## config.mk

```make
export PLATFORM = sky130hd
export DESIGN_NAME = turn_arbiter
export DESIGN_NICKNAME = d
export VERILOG_FILES = /design/src/rtl/turn_arbiter.sv
export SDC_FILE = /design/constraint.sdc
export NUM_CORES = 1
export LEC_CHECK = 0
export CAP_MARGIN = 20
export CORE_ASPECT_RATIO = 0.9
export CORE_MARGIN = 2
export CORE_UTILIZATION = 46
export DETAILED_ROUTE_END_ITERATION = 6
export PLACE_DENSITY = 0.82
export SYNTH_ARGS = -nofsm -noshare
export SYNTH_HDL_FRONTEND = slang
export SYNTH_SLANG_ARGS = --single-unit
```

## constraint.sdc

```tcl
create_clock -name ph1 -period 3.9 [get_ports ph1]
set_clock_uncertainty 0.2 [all_clocks]
set_input_delay 1.17 -clock ph1 [delete_from_list [all_inputs] [get_ports ph1]]
set_output_delay 1.17 -clock ph1 [all_outputs]
set_load 0.1 [all_outputs]
```

## src/rtl/turn_arbiter.sv

```systemverilog
// Tic-tac-toe turn arbiter: owns the board, grants the write port, scores games.
// Optional per-turn forfeit timer is built only when TURN_TIMEOUT_EN is defined.
module turn_arbiter #(
   parameter logic [1:0] FIRST_PLAYER   = 2'b11,
   parameter int         TIMEOUT_CYCLES = 1024
) (
   input  logic        ph1,
   input  logic        reset,
   input  logic        start,
   input  logic        p1Valid,
   input  logic [3:0]  p1Addr,
   input  logic        aiValid,
   input  logic [3:0]  aiAddr,
   output logic        p1Ready,
   output logic        aiReady,
   output logic        illegalMove,
   output logic [1:0]  cellState,
   output logic [17:0] gBoard,
   output logic [1:0]  status,
   output logic [3:0]  moveCount,
   output logic        timeout
);

   localparam logic [1:0] P1   = 2'b11;
   localparam logic [1:0] P2   = 2'b10;
   localparam logic [1:0] TIE  = 2'b01;
   localparam logic [3:0] FULL = 4'd9;

   typedef enum logic [1:0] {
      IDLE,
      TURN,
      CHECK,
      DONE
   } state_t;

   state_t      state_q, state_d;
   logic [1:0]  mover_q, mover_d;
   logic [17:0] board_q, board_d;
   logic [1:0]  status_q, status_d;
   logic [3:0]  count_q, count_d;

   logic        req_valid;
   logic [3:0]  req_addr;
   logic [1:0]  req_cell;
   logic        in_turn;
   logic        legal;
   logic        accept;
   logic        reject;
   logic        win;
   logic        tmo_hit;

   function automatic logic [1:0] cell_at(
      input logic [17:0] b,
      input logic [3:0]  a
   );
      logic [1:0] c;
      c = 2'b00;
      for (int i = 0; i < 9; i++) begin
         if (a == 4'(i)) c = b[2*i +: 2];
      end
      return c;
   endfunction

   function automatic logic [17:0] cell_wr(
      input logic [17:0] b,
      input logic [3:0]  a,
      input logic [1:0]  v
   );
      logic [17:0] r;
      r = b;
      for (int i = 0; i < 9; i++) begin
         if (a == 4'(i)) r[2*i +: 2] = v;
      end
      return r;
   endfunction

   function automatic logic line3(
      input logic [17:0] b,
      input logic [1:0]  code,
      input int          x,
      input int          y,
      input int          z
   );
      return (b[2*x +: 2] == code) &&
             (b[2*y +: 2] == code) &&
             (b[2*z +: 2] == code);
   endfunction

   function automatic logic has_win(
      input logic [17:0] b,
      input logic [1:0]  code
   );
      return line3(b, code, 0, 1, 2) ||
             line3(b, code, 3, 4, 5) ||
             line3(b, code, 6, 7, 8) ||
             line3(b, code, 0, 3, 6) ||
             line3(b, code, 1, 4, 7) ||
             line3(b, code, 2, 5, 8) ||
             line3(b, code, 0, 4, 8) ||
             line3(b, code, 2, 4, 6);
   endfunction

   // Only the player holding the turn is ever looked at.
   always_comb begin
      req_valid = (mover_q == P1) ? p1Valid : aiValid;
      req_addr  = (mover_q == P1) ? p1Addr  : aiAddr;
      req_cell  = cell_at(board_q, req_addr);
      in_turn   = (state_q == TURN) && !start;
      legal     = (req_addr <= 4'd8) && (req_cell == 2'b00);
      accept    = in_turn && req_valid && legal;
      reject    = in_turn && req_valid && !legal;
      win       = has_win(board_q, mover_q);
   end

`ifdef TURN_TIMEOUT_EN
   localparam int TW = (TIMEOUT_CYCLES > 1) ? $clog2(TIMEOUT_CYCLES) : 1;
   localparam logic [TW-1:0] TMO_LAST = TW'(TIMEOUT_CYCLES - 1);

   logic [TW-1:0] tmo_q, tmo_d;

   always_comb begin
      tmo_hit = in_turn && !accept && (tmo_q == TMO_LAST);
      tmo_d   = '0;
      if (in_turn && !accept && !tmo_hit) tmo_d = tmo_q + 1'b1;
   end

   always_ff @(posedge ph1 or negedge reset) begin
      if (!reset) tmo_q <= '0;
      else        tmo_q <= tmo_d;
   end
`else
   assign tmo_hit = 1'b0 & (TIMEOUT_CYCLES == 0);
`endif

   always_comb begin
      state_d  = state_q;
      mover_d  = mover_q;
      board_d  = board_q;
      status_d = status_q;
      count_d  = count_q;
      unique case (state_q)
         IDLE: ;
         TURN: begin
            if (accept) begin
               board_d = cell_wr(board_q, req_addr, mover_q);
               count_d = (count_q == FULL) ? FULL : count_q + 4'd1;
               state_d = CHECK;
            end else if (tmo_hit) begin
               mover_d = (mover_q == P1) ? P2 : P1;
            end
         end
         CHECK: begin
            // A line on the ninth move is a win, not a tie.
            if (win) begin
               status_d = mover_q;
               state_d  = DONE;
            end else if (count_q == FULL) begin
               status_d = TIE;
               state_d  = DONE;
            end else begin
               mover_d = (mover_q == P1) ? P2 : P1;
               state_d = TURN;
            end
         end
         DONE: ;
         default: state_d = IDLE;
      endcase
      if (start) begin
         board_d  = '0;
         status_d = 2'b00;
         count_d  = 4'd0;
         mover_d  = FIRST_PLAYER;
         state_d  = TURN;
      end
   end

   always_ff @(posedge ph1 or negedge reset) begin
      if (!reset) begin
         state_q  <= IDLE;
         mover_q  <= FIRST_PLAYER;
         board_q  <= '0;
         status_q <= 2'b00;
         count_q  <= 4'd0;
      end else begin
         state_q  <= state_d;
         mover_q  <= mover_d;
         board_q  <= board_d;
         status_q <= status_d;
         count_q  <= count_d;
      end
   end

   assign p1Ready     = accept && (mover_q == P1);
   assign aiReady     = accept && (mover_q == P2);
   assign illegalMove = reject;
   assign timeout     = tmo_hit;
   assign cellState   = (state_q == TURN || state_q == CHECK) ? mover_q
                                                             : 2'b00;
   assign gBoard      = board_q;
   assign status      = status_q;
   assign moveCount   = count_q;

endmodule

```

==> results of run 1 <==
## layout by cell type, fill, tap and decap left out, types with 8 or more instances in the layout
cell	count
buf_4	60
a22o_1	8
a21oi_1	10
inv_1	8
buf_6	8
nand2_1	11
nor3_1	8
nor2_1	20
dfrtp_1	26
nand3_1	8
## final timing paths
kind | end | start
setup / recovery | p1Ready | aiAddr[0]
hold / removal | status[0]$_DFFE_PN0P_ | status[0]$_DFFE_PN0P_
setup reg to reg | gBoard[3]$_DFFE_PN0P_ | mover_q[0]$_DFFE_PN1P_
hold reg to reg | status[0]$_DFFE_PN0P_ | status[0]$_DFFE_PN0P_
max in group asynchronous | mover_q[0]$_DFFE_PN1P_ | reset
min in group asynchronous | gBoard[8]$_DFFE_PN0P_ | reset
## metrics by stage
step	util (%)	setup WS (ps)	hold slack, ps
2_1_floorplan	-	-812	321
3_3_place_gp	62.3	-756	313
3_5_place_dp	62.3	-763	336
4_1_cts	66.0	-295	361
5_1_grt	67.5	-351	404
6_report	67.5	-304	354
## synth_stat cells, types with 5 or more instances
master,number,area [um2]
dfrtp_1,26,651
nor2_1,23,86.3
a21oi_1,12,60.1
nand2_1,12,45.0
a22o_1,8,70.1
inv_1,8,30.0
nand3_1,8,40.0
nor3_1,8,40.0
or3_1,7,43.8
nor4_1,6,37.5
clkbuf_1,5,18.8
o21a_1,5,37.5
## power groups by stage
stage | Combinational (mW) | Clock, mW | Sequential [mW]
finish | 0.396 | 0.164 | 0.310
global route | 0.418 | 0.179 | 0.313
CTS | 0.383 | 0.165 | 0.310
detailed placement | 0.368 | 0 | 0.315
global placement | 0.363 | 0 | 0.315
floorplan | 0.235 | 0 | 0.348
## sequential cells by signal (all words and copies together) (netlist names)
signal,cells
gBoard,18
status,2
moveCount,4
state_q,2
mover_q,1
## worst min-delay path, stage by stage, from the launching register on
cell      delay, ps
dfrtp_1         390
inv_1            60
a221oi_1         60
## routing by layer
layer / GRT usage [%] / part of all wire [%] / vias to the layer above
met2: 41.3 / 51 / 97
met3: 3.81 / 7.3 / 13
met5: 0 / 0 / -
li1: - / - / 937
met1: 32.6 / 41 / 967
met4: 8.10 / 1.5 / 0
## layout make-up
cell class / count / area (um2) / area share, %
Timing Repair Buffer: 79 / 667 / 24.1
Clock buffer: 3 / 41.3 / 1.49
Tap cell: 48 / 60.1 / 2.17
Sequential cell: 27 / 677 / 24.4
Multi-Input combinational cell: 166 / 1290 / 46.5
Inverter: 8 / 30.0 / 1.08
Clock inverter: 1 / 5.00 / 0.181
## cells by family after synthesis
| logic type | Yosys count |
|---|---|
| other | 1 |
| buffers and inverters | 24 |
| muxes | 7 |
| adders and majority gates | 4 |
| and+or+nand+nor | 92 |
| xor gates and xnor gates | 3 |
| AOI/OAI and AO/OA | 59 |
| DFF | 27 |
## timing repair
action | 4_1_cts | 5_1_grt
setup buffers | 5 | 5
gates resized for setup | 48 | 10
cloned | 0 | 0
pin swaps | 15 | 15
hold endpoints to repair | 0 | 0
endpoints found under the setup margin | 3 | 3
==> reports/qor.txt, run 1 <==
die outline height: 66.2 um
post-synthesis mux area share: 3.80%
reg-to-reg setup timing slack: 830 ps
Max Slew Vio Count: 0
asr flop ratio synth: 100%
largest family of logic cells by synthesized area: simple AND/OR/NAND/NOR gates
Compound-Gate Fraction of Synth Area: 25.0%
Cell Count, Final, Fillers Out: 332
Mapped Nets: 234
Critical Path Sink Type: output port
root buffer cell: clkbuf_8
Synth Instances: 217
# fillers: 333
first-pass GRT wire length: 9.42 mm
Sw Pwr: 0.372 mW
Ys Warns: 0
WP data required: 2530 ps
Buffers on Ports: 41
clock share of power: 18.9%
CP Launch Type: input pin
Post-synth EDFFs: 0
crit share post-route: 108%
Non-Filler Cell Area, Final: 2770 um2
internal power: 0.499 mW
Synth Area in Adders: 2.53%
initial antenna violation count: 0
hold buffers post-CTS: 0
leakage: 1.21 nW
slack of the critical path: -304 ps
CTS buffer count: 3
RSZ-0062 raised after global routing: true
Clk pin slew, worst setup/hold paths: 100 ps
worst-path cell chain: buf_6 > buf_6 > and2b_2 > a21oi_4 > mux2i_1 > o2bb2a_4 > or2_4 > nor2_4 > buf_12
Placer Congestion: 0.942
Inserted Diodes: 0
ys flop type: dfrtp_1
Synth Area per Inst: 9.10 um2
Iteration-0 DRC Markers: 230
Die ar.: 4840 um2
Top cell by count, worst path: buf_6
DR pass1 iterations: 4
Clock Sinks: 27
fmax: 238 MHz
Clock Path Buffers: 2
critical path class: input pin to output port
max cap viols: 0
DRT antenna net count: 0
status: finished with violations
Post-Synth Simple-Gate Area: 25.5%
logic gate share of total power: 45.5%
Worst Max-Slew Pin Slew: 553 ps
Die Wd: 73.1 um
Slew headroom: 62.9%
clock insertion delay at the later pin of the skew report: 280 ps
CP arrival: 2830 ps
sequential share of power: 35.6%
WL/cell: 17.5 um
CP max-delay cell: or2_4
Unique masters post-synth: 61
cell area after synthesis: 1980 um2
vias per cell: 6.07
nets@finish: 302
vias in the first global route: 1953
# rows: 22
final wirelength: 5.82 mm
Power, Total: 0.871 mW
CP Depth: 9
Final Critical Period: 4200 ps
sequential fraction of the synthesis area: 34.3%
R2R cell count: 8
final hold vios: 0
Inst Count DP: 319
#FFs+latches synth: 27
Area growth syn-to-layout: 40.2%
# IOs: 43
Initial Util: 48.2%
core box area: 4100 um2
H-tree depth: 1
hpwl dp: 4.03 mm
GR Util All Layers: 24.8%
vias after detailed routing: 2014
Crit path largest cell delay: 290 ps
worst hold path depth: 2
# setup viols final: 3
critical path's top delay family: simple AND/OR/NAND/NOR gates
setup TNS: -844 ps
DRC: 0
Sw Share: 42.7%
largest net degree at the start of global routing: 28
PwrDens: 315 nW/um2
Synth Area in XOR/XNOR: 1.33%
post-place instance area: 2550 um2
worst path buffer plus inverter count: 3
share of layout cells above drive strength 1: 40.5%
VDD IR max: 0.444 mV
violated checks: setup timing
Hold WC Path Type: flop to flop
CTS tree: done
CP Max Fanout: 5
GRT overflow: 0
No activity file was read; power rests on OpenSTA's default activity.
==> inputs of run 2 (changes only) <==
- PLACE_DENSITY: 0.82 -> 0.74
==> run 2 against run 1 <==
  * The run still ends with setup timing left
  * Die area stayed put
  * First-iteration DRC count fell by 18%
  * Combinational power grew 1%
  * Via count down 2.2%
  * Sequential share of layout area shrank 0.16 points
  * Final area increased by 0.68%
  * Register-to-register slack improved by 190 ps
  * Total power up 0.79%
  * Utilization grew 0.46 points
  * Sequential power about the same
  * Critical path type unchanged
==> reports/qor.txt, run 2 (synthesis results as in run 1) <==
leakage: 1.21 nW (about the same)
Max Slew Vio Count: 0 (unchanged)
max reg flops: 18 (unchanged)
status: finished with violations (unchanged)
clock insertion delay at the later pin of the skew report: 280 ps (about the same)
sequential share of power: 35.3% (was 35.6%)
GRT overflow: 0 (unchanged)
hpwl dp: 4.07 mm (was 4.03 mm)
WP data required: 2530 ps (about the same)
RSZ-0062 raised after global routing: true (unchanged)
Clock Sinks: 27 (unchanged)
clock share of power: 19.1% (was 18.9%)
root buffer cell: clkbuf_8 (unchanged)
DR pass1 iterations: 5 (was 4)
commonest non-fill, non-tap cell in the layout: buf_4 (unchanged)
Sw Pwr: 0.376 mW (was 0.372 mW)
critical path class: input pin to output port (unchanged)
Non-Filler Cell Area, Final: 2790 um2 (was 2770 um2)
fmax: 242 MHz (was 238 MHz)
Final Critical Period: 4130 ps (was 4200 ps)
vias after detailed routing: 1969 (was 2014)
CP Launch Type: input pin (unchanged)
Slew headroom: 64.0% (was 62.9%)
slack of the critical path: -230 ps (was -304 ps)
# setup viols final: 3 (unchanged)
worst path buffer plus inverter count: 3 (unchanged)
Clock Path Buffers: 2 (unchanged)
Clk pin slew, worst setup/hold paths: 100 ps (about the same)
max cap viols: 0 (unchanged)
Setup WS pre-CTS: -747 ps (was -763 ps)
critical path's top delay family: simple AND/OR/NAND/NOR gates (unchanged)
die outline height: 66.2 um (unchanged)
Buffers on Ports: 41 (unchanged)
Crit path largest cell delay: 270 ps (was 290 ps)
first-pass GRT wire length: 9.18 mm (was 9.42 mm)
final hold vios: 0 (unchanged)
final wirelength: 5.72 mm (was 5.82 mm)
initial antenna violation count: 0 (unchanged)
Die Wd: 73.1 um (unchanged)
Worst Max-Slew Pin Slew: 535 ps (was 553 ps)
Hold WC Path Type: flop to flop (unchanged)
CP max-delay cell: mux2_4 (was or2_4)
largest net degree at the start of global routing: 28 (unchanged)
Power, Total: 0.878 mW (was 0.871 mW)
share of layout cells above drive strength 1: 42.0% (was 40.5%)
DRC: 0 (unchanged)
nets@finish: 301 (was 302)
Die ar.: 4840 um2 (unchanged)
violated checks: setup timing (unchanged)
crit share post-route: 106% (was 108%)
hold buffers post-CTS: 0 (unchanged)
# rows: 22 (unchanged)
CP arrival: 2760 ps (was 2830 ps)
H-tree depth: 1 (unchanged)
internal power: 0.502 mW (was 0.499 mW)
reg-to-reg setup timing slack: 1020 ps (was 830 ps)
Placer Congestion: 0.851 (was 0.942)
VDD IR max: 0.219 mV (was 0.444 mV)
Critical Path Sink Type: output port (unchanged)
Iteration-0 DRC Markers: 188 (was 230)
core box area: 4100 um2 (unchanged)
Sw Share: 42.8% (was 42.7%)
GR Util All Layers: 24.9% (was 24.8%)
CTS tree: done (unchanged)
worst-path cell chain: buf_6 > buf_4 > mux2_4 > nor4_4 > nand2_2 > a21o_1 > or2_4 > nor2_4 > buf_12 (was buf_6 > buf_6 > and2b_2 > a21oi_4 > mux2i_1 > o2bb2a_4 > or2_4 > nor2_4 > buf_12)
logic gate share of total power: 45.6% (was 45.5%)
CTS buffer count: 3 (unchanged)
PwrDens: 315 nW/um2 (about the same)
CP Max Fanout: 4 (was 5)
hold slack: 340 ps (was 354 ps)
Initial Util: 48.2% (unchanged)
vias per cell: 5.95 (was 6.07)
Area growth syn-to-layout: 41.1% (was 40.2%)
post-place instance area: 2580 um2 (was 2550 um2)
# IOs: 43 (unchanged)
most frequent cells in the layout: buf_4 (63), dfrtp_1 (26), nor2_1 (20) (was buf_4 (60), dfrtp_1 (26), nor2_1 (20))
WL/cell: 17.3 um (was 17.5 um)
vias in the first global route: 1765 (was 1953)
DRT antenna net count: 0 (unchanged)
Inserted Diodes: 0 (unchanged)
## run 2: changes by cell type in the layout (fill, tap and decap cells not counted), sizes merged
cell / delta
clkdlybuf4s15: -1
clkinv: -1
clkinvlp: +1
## run 2: worst paths after layout
path | start | end | depth (start not counted)
setup / recovery | p1Addr[2] | aiReady | 9
min in group asynchronous | reset | gBoard[1]$_DFFE_PN0P_ | 2
setup reg to reg | mover_q[0]$_DFFE_PN1P_ | moveCount[2]$_DFFE_PN0P_ | 9
hold / removal | status[1]$_DFFE_PN0P_ | status[1]$_DFFE_PN0P_ | 2
max in group asynchronous | reset | mover_q[0]$_DFFE_PN1P_ | 2
hold reg to reg | status[1]$_DFFE_PN0P_ | status[1]$_DFFE_PN0P_ | 2
## run 2: metal layers
metal / GRT usage (%) / part of all wire, % / vias to the layer above
met5: 0 / 0 / -
met4: 4.17 / 1.1 / 0
met3: 3.66 / 8.6 / 9
met2: 38.7 / 46 / 83
met1: 36.9 / 44 / 937
li1: - / - / 940
## run 2: through the flow
step	setup TNS, ps	instances	utilization [%]
final	-663	331	68.0
after global routing	-828	331	68.0
after CTS	-564	330	66.5
after detailed placement	-2200	322	62.8
after global placement	-2150	322	62.8
after floorplan	-1700	217	-
## run 2: timing repair
action,CTS,global route
pin swaps,17,13
resized for setup,58,9
setup buffers,4,1
endpoints found under the setup margin,3,3
cloned,0,0
## run 2: final cells by class
cell class / count / area [um2]
clock buffer: 3 / 41.3
clock inverter: 1 / 7.51
fill: 328 / 1310
inverter: 8 / 30.0
multi-input combinational: 166 / 1320
sequential: 27 / 677
tap: 48 / 60.1
timing repair buffer: 78 / 648
## run 2: power by group through the flow
stage / combinational [mW] / clock [mW] / sequential [mW]
2_1_floorplan: 0.235 / 0 / 0.348
3_3_place_gp: 0.369 / 0 / 0.314
3_5_place_dp: 0.372 / 0 / 0.314
4_1_cts: 0.388 / 0.172 / 0.309
5_1_grt: 0.422 / 0.186 / 0.312
6_report: 0.400 / 0.168 / 0.310
## run 2: worst register-to-register path, stage by stage (launching register included)
cell     delay (ps)
dfstp_2         760
or2b_1          320
o32ai_4         190
buf_4           180
nand2_2          70
a21o_1          190
buf_4           130
buf_4           180
nor3b_1         210
mux2_2          350
